==> config.mk <==
export PLATFORM = sky130hd
export DESIGN_NAME = soc_system_dipsw_debounce_flat
export DESIGN_NICKNAME = d
export VERILOG_FILES = /design/src/rtl/soc_system_dipsw_debounce_if.sv /design/src/rtl/soc_system_dipsw_debounce.sv /design/src/flat_wrapper.sv
export SDC_FILE = /design/constraint.sdc
export NUM_CORES = 1
export LEC_CHECK = 0
export ABC_AREA = 1
export CORE_UTILIZATION = 25
export CTS_BUF_LIST = sky130_fd_sc_hd__clkbuf_4 sky130_fd_sc_hd__clkbuf_8
export DETAILED_ROUTE_END_ITERATION = 8
export PLACE_DENSITY = 0.52
export SLEW_MARGIN = 5
export SYNTH_ARGS = -nofsm -noshare
export SYNTH_HDL_FRONTEND = slang
export SYNTH_SLANG_ARGS = --single-unit
==> constraint.sdc <==
create_clock -name clk -period 7.2 [get_ports clk]
set_clock_uncertainty 0.2 [all_clocks]
set_input_delay 2.16 -clock clk [delete_from_list [all_inputs] [get_ports clk]]
set_output_delay 2.16 -clock clk [all_outputs]
set_load 0.1 [all_outputs]
==> src/rtl/soc_system_dipsw_debounce_if.sv <==
// Avalon-MM slave bus bundle for the DIP-switch debounce block.
// Signals:
//   address    word address (2 bits)
//   chipselect slave select
//   write_n    write strobe, active-low
//   writedata  write data (32 bits)
//   readdata   read data (32 bits), returned combinationally
interface soc_system_dipsw_debounce_if;
  logic [1:0]  address;
  logic        chipselect;
  logic        write_n;
  logic [31:0] writedata;
  logic [31:0] readdata;

  modport master (
    output address, chipselect, write_n, writedata,
    input  readdata
  );

  modport slave (
    input  address, chipselect, write_n, writedata,
    output readdata
  );
endinterface

==> src/rtl/soc_system_dipsw_debounce.sv <==
// DIP-switch input conditioner: 2-FF synchroniser, per-bit counter debouncer,
// and edge capture with a maskable level interrupt.
// Ports:
//   clk        system clock
//   reset      synchronous reset, active-high
//   avs        Avalon-MM slave (0: state RO, 1: threshold, 2: mask, 3: edge RW1C)
//   in_port    raw asynchronous switch inputs
//   sw_stable  debounced switch state
//   irq        registered level interrupt, |(edgecapture & mask)
module soc_system_dipsw_debounce #(
  parameter int unsigned           WIDTH       = 4,
  parameter int unsigned           CNT_W       = 20,
  parameter int unsigned           DEB_DEFAULT = 500000,
  parameter logic [WIDTH-1:0]      RESET_VALUE = '0
) (
  input  logic                        clk,
  input  logic                        reset,
  soc_system_dipsw_debounce_if.slave  avs,
  input  logic [WIDTH-1:0]            in_port,
  output logic [WIDTH-1:0]            sw_stable,
  output logic                        irq
);

  localparam logic [CNT_W-1:0] THR_RESET = CNT_W'(DEB_DEFAULT);

  logic [WIDTH-1:0] sync0;
  logic [WIDTH-1:0] sync1;
  logic [WIDTH-1:0] stable;
  logic [WIDTH-1:0] mask;
  logic [WIDTH-1:0] ecap;
  logic [WIDTH-1:0] hit;
  logic [WIDTH-1:0] clr;
  logic [CNT_W-1:0] cnt [WIDTH];
  logic [CNT_W-1:0] threshold;
  logic [CNT_W-1:0] thr_eff;
  logic             wr;
  logic             unused_wdata;

  assign wr           = avs.chipselect & ~avs.write_n;
  assign sw_stable    = stable;
  assign unused_wdata = ^avs.writedata;

  always_comb begin
    thr_eff = (threshold == '0) ? CNT_W'(1) : threshold;
  end

  // A bit flips once its mismatch has persisted thr_eff cycles. The compare is
  // done one bit wider so a lowered threshold takes effect immediately and the
  // increment can never wrap.
  always_comb begin
    hit = '0;
    for (int unsigned i = 0; i < WIDTH; i++) begin
      hit[i] = (sync1[i] != stable[i]) &&
               (({1'b0, cnt[i]} + (CNT_W+1)'(1)) >= {1'b0, thr_eff});
    end
  end

  always_comb begin
    clr = '0;
    if (wr && avs.address == 2'd3) clr = avs.writedata[WIDTH-1:0];
  end

  always_ff @(posedge clk) begin
    if (reset) begin
      sync0     <= RESET_VALUE;
      sync1     <= RESET_VALUE;
      stable    <= RESET_VALUE;
      threshold <= THR_RESET;
      mask      <= '0;
      ecap      <= '0;
      irq       <= 1'b0;
      for (int unsigned i = 0; i < WIDTH; i++) cnt[i] <= '0;
    end else begin
      sync0 <= in_port;
      sync1 <= sync0;
      for (int unsigned i = 0; i < WIDTH; i++) begin
        if (sync1[i] == stable[i] || hit[i]) cnt[i] <= '0;
        else                                 cnt[i] <= cnt[i] + 1'b1;
      end
      stable <= stable ^ hit;
      // Set has priority over a same-cycle write-1-to-clear.
      ecap   <= (ecap & ~clr) | hit;
      irq    <= |(ecap & mask);
      if (wr && avs.address == 2'd1) threshold <= avs.writedata[CNT_W-1:0];
      if (wr && avs.address == 2'd2) mask      <= avs.writedata[WIDTH-1:0];
    end
  end

  always_comb begin
    avs.readdata = '0;
    case (avs.address)
      2'd0: avs.readdata[WIDTH-1:0] = stable;
      2'd1: avs.readdata[CNT_W-1:0] = threshold;
      2'd2: avs.readdata[WIDTH-1:0] = mask;
      2'd3: avs.readdata[WIDTH-1:0] = ecap;
      default: avs.readdata = '0;
    endcase
  end

endmodule

==> src/flat_wrapper.sv <==
// flat-port wrapper written by rule: the top's interface ports become plain ports
module soc_system_dipsw_debounce_flat 
#(
  parameter int unsigned           WIDTH       = 4,
  parameter int unsigned           CNT_W       = 20,
  parameter int unsigned           DEB_DEFAULT = 500000,
  parameter logic [WIDTH-1:0]      RESET_VALUE = '0
)
  (clk, reset, in_port, sw_stable, irq, avs_address, avs_chipselect, avs_write_n, avs_writedata, avs_readdata);
  soc_system_dipsw_debounce_if avs_i ();
  input  logic clk;
  input  logic reset;
  input  logic [WIDTH-1:0] in_port;
  output logic [WIDTH-1:0] sw_stable;
  output logic irq;
  input wire logic [$bits(avs_i.address)-1:0] avs_address;
  input wire logic [$bits(avs_i.chipselect)-1:0] avs_chipselect;
  input wire logic [$bits(avs_i.write_n)-1:0] avs_write_n;
  input wire logic [$bits(avs_i.writedata)-1:0] avs_writedata;
  output wire logic [$bits(avs_i.readdata)-1:0] avs_readdata;
  assign avs_i.address = avs_address;
  assign avs_i.chipselect = avs_chipselect;
  assign avs_i.write_n = avs_write_n;
  assign avs_i.writedata = avs_writedata;
  assign avs_readdata = avs_i.readdata;
  soc_system_dipsw_debounce #(.WIDTH(WIDTH), .CNT_W(CNT_W), .DEB_DEFAULT(DEB_DEFAULT), .RESET_VALUE(RESET_VALUE)) u_core (.clk(clk), .reset(reset), .avs(avs_i), .in_port(in_port), .sw_stable(sw_stable), .irq(irq));
endmodule
==> summary.md <==
| Metric | Value |
|---|---|
| Post-Synthesis Cell Area | between 8000 and 9000 sq um |
| Most common cell after layout, fill and taps aside | inv_1 |
| Setup_tns | 0 ns |
| CTS root buf | clkbuf_8 |
| Max FO, Critical Path | 20 |
| Drt via density | around 4.2 |
| Min-Delay Path Class | flip-flop to flip-flop |
| Layout net count | between 1000 and 1500 |
| Gate Count Post-Synth | roughly 1100 |
| Wirelength per Cell | roughly 13 microns |
| Post-synth cell types | 44 |
| Via count of the routed design | 7207 |
| YS warnings | 0 |
| Core box area | about 34000 sq um |
| Total grt overflow | 0 |
| DRC | 0 |
| Final-report hold violation count | 0 |
| HPWL Detailed | roughly 18 mm |
| Total Routing Usage GR | a little over an eighth |
| RSZ-0062 raised after global routing | no |
| Post-synthesis sequential area ratio | 37.3% |
| I/O pin count | 79 |
| Minimum clock period | slightly above 6 ns |
| Vias in the first global route | about 7000 |
| Post-route ant nets | 0 |
| H-tree Lvls | 4 |
| Final GP Congestion | between 0.8 and 0.9 |
| Port Buffer Count | 54 |
| Setup violators final | 0 |
| Syn avg cell area | ~7.7 sq um |
| Register bit total from synthesis | 121 |
| Cts repair resizes | 0 |
| Final Non-Filler Cells | 1724 |
| Die X | about 190 microns |
| Clk slew on worst S/H paths | 0.07 ns |
| FMAX | ~160 MHz |
| Power per standard cell area | ~160 nW/um^2 |
| Crit Path Class | input pin to output pin |
| Worst Tran Pin Value | between 0.9 and 1 ns |
| Initial antenna violation count | 0 |
| Post-CTS setup buffer count | 0 |
| Async SR Flop Fraction | 0% |
| CTS buffer count | 17 |
| Hold_ws | around 0.21 ns |
| Die area | roughly 35000 sq um |
| Crit end category | output pin |
| VDD IR-drop max | approximately 0.000094 V |
| Most frequent cells in the layout | inv_1 (214), nand2_1 (199), nor2_1 (165) |
| Max-cap violations | 0 |
| Run status | finished clean |
| DR pass1 iterations | 5 |
| Cells after DPL | ~1700 |
| Drt initial violations | 430 |
| # rows | 67 |
| Period utilisation layout | 86.2% |
| Clock tree buffer depth | 2 |
| Worst EP required | roughly 4.8 ns |
| Clock sink total | ~120 |
| Worst-Skew Late Latency | 0.45 ns |
| CP arrival | 3.84 ns |
| Top_reg_cell synth | edfxtp_1 |
| N_diodes | 0 |
| Pleak | ~4.8 nW |
| Synth-to-Final Area Change | 18.4% |
| Relative slew slack | 34.9% |
| Share of post-route cells with drive strength above 1 | under 10% |
| Post-synth EDFFs | 80 |
| CTS tree | done |
| CTS Hold Bufs | 0 |
| DRT Wirelength | approximately 22 mm |
| Global-route wire length before repair | ~36 mm |
| CP Launch Type | input pin |
| Max-slew violations | 0 |
| Initial cell density of the core | 25.5% |
| Die Ht | around 190 microns |
| Largest net degree at the start of global routing | 24 |
-- cell type report --
cell class	instances	area, sq um
Clock buffer	24	299
Clock inverter	8	68.8
Fill cell	3703	23600
Inverter	216	811
Multi-Input combinational cell	849	4740
Sequential cell	121	3220
Tap cell	448	561
Timing Repair Buffer	58	520
-- path summary, 6_finish.rpt --
check	startpoint	to	slack, ns	cells past startpoint
max	avs_address[0]	avs_readdata[3]	1.0	6
min	u_core.sync0[2]$_SDFF_PP0_	u_core.sync1[2]$_SDFF_PP0_	0.21	2
max reg2reg	u_core.cnt[0][0]$_SDFFCE_PN0P_	u_core.cnt[0][15]$_SDFFCE_PN0P_	3.12	16
min reg2reg	u_core.sync0[2]$_SDFF_PP0_	u_core.sync1[2]$_SDFF_PP0_	0.21	2
-- metrics by stage --
step	power, mW	utilization (%)	setup WS, ns	area [sq um]
after floorplan	1.02	-	0.762	8970
after global placement	1.09	29.2	0.979	9850
after detailed placement	1.10	29.2	0.976	9850
after CTS	1.69	30.3	0.971	10200
after global routing	1.76	30.3	0.867	10200
final	1.68	30.3	0.996	10200
-- registers in the layout, indices dropped and copies added, names as in the netlist, named ones only --
| register | cells |
|---|---|
| u_core.threshold | 20 |
| u_core.sync0 | 4 |
| u_core.mask | 4 |
| u_core.ecap | 4 |
| u_core.sync1 | 4 |
| u_core.irq | 1 |
| u_core.cnt | 80 |
-- synth_stat cells, types with 2 or more instances --
master / n / area share, %
nor3_2: 3 / 0.35
edfxtp_1: 80 / 28
buf_4: 15 / 1.3
o2111ai_1: 3 / 0.30
buf_2: 6 / 0.35
nor2_1: 165 / 7.2
nand3_1: 49 / 2.8
inv_2: 2 / 0.087
nor4_1: 7 / 0.51
nand2_2: 4 / 0.29
o211ai_1: 7 / 0.61
nor2_2: 9 / 0.65
nand3b_1: 2 / 0.17
xor2_1: 37 / 3.8
o21ai_0: 33 / 1.9
inv_1: 214 / 9.3
ha_1: 84 / 12
buf_6: 2 / 0.26
o21ai_1: 3 / 0.17
clkbuf_1: 8 / 0.35
nand4_1: 27 / 2.0
nand3_2: 2 / 0.23
conb_1: 2 / 0.087
nor2_4: 3 / 0.39
xnor2_1: 17 / 1.7
nor3_1: 21 / 1.2
and3_1: 2 / 0.14
o21a_1: 3 / 0.26
and2_1: 3 / 0.22
a21oi_1: 53 / 3.1
a21o_1: 3 / 0.26
or2_2: 6 / 0.43
nand2_1: 199 / 8.7
dfxtp_1: 41 / 9.5
nor3_4: 2 / 0.38
nand4_2: 2 / 0.29
-- critical path, cell delays in order --
cell	delay (ns)
clkdlybuf4s50_1	0.54
inv_1	0.05
nor2_1	0.11
inv_1	0.32
o2111ai_1	0.33
buf_4	0.33
-- metal layers --
layer	share of wire, %	global-route usage, %	vias to the layer above
met5	0	0	-
met4	0.72	2.81	0
met3	3.5	2.47	18
met2	47	22.3	114
met1	49	17.1	3282
li1	-	-	3793
-- where the power goes --
part	switching, mW	total [mW]	internal [mW]
Combinational	0.202	0.287	0.0855
Sequential	0.0253	0.795	0.770
Clock	0.285	0.594	0.308
-- cells by family after synthesis --
| family | after synthesis | share of synthesized area [%] |
|---|---|---|
| xor+xnor | 54 | 5.48 |
| fa+ha+maj | 84 | 12.2 |
| other cells | 2 | 0.0870 |
| buf+inv | 247 | 11.7 |
| flops | 121 | 37.3 |
| simple gates | 509 | 26.2 |
| compound gates | 110 | 7.05 |
No activity file was read; power rests on OpenSTA's default activity.
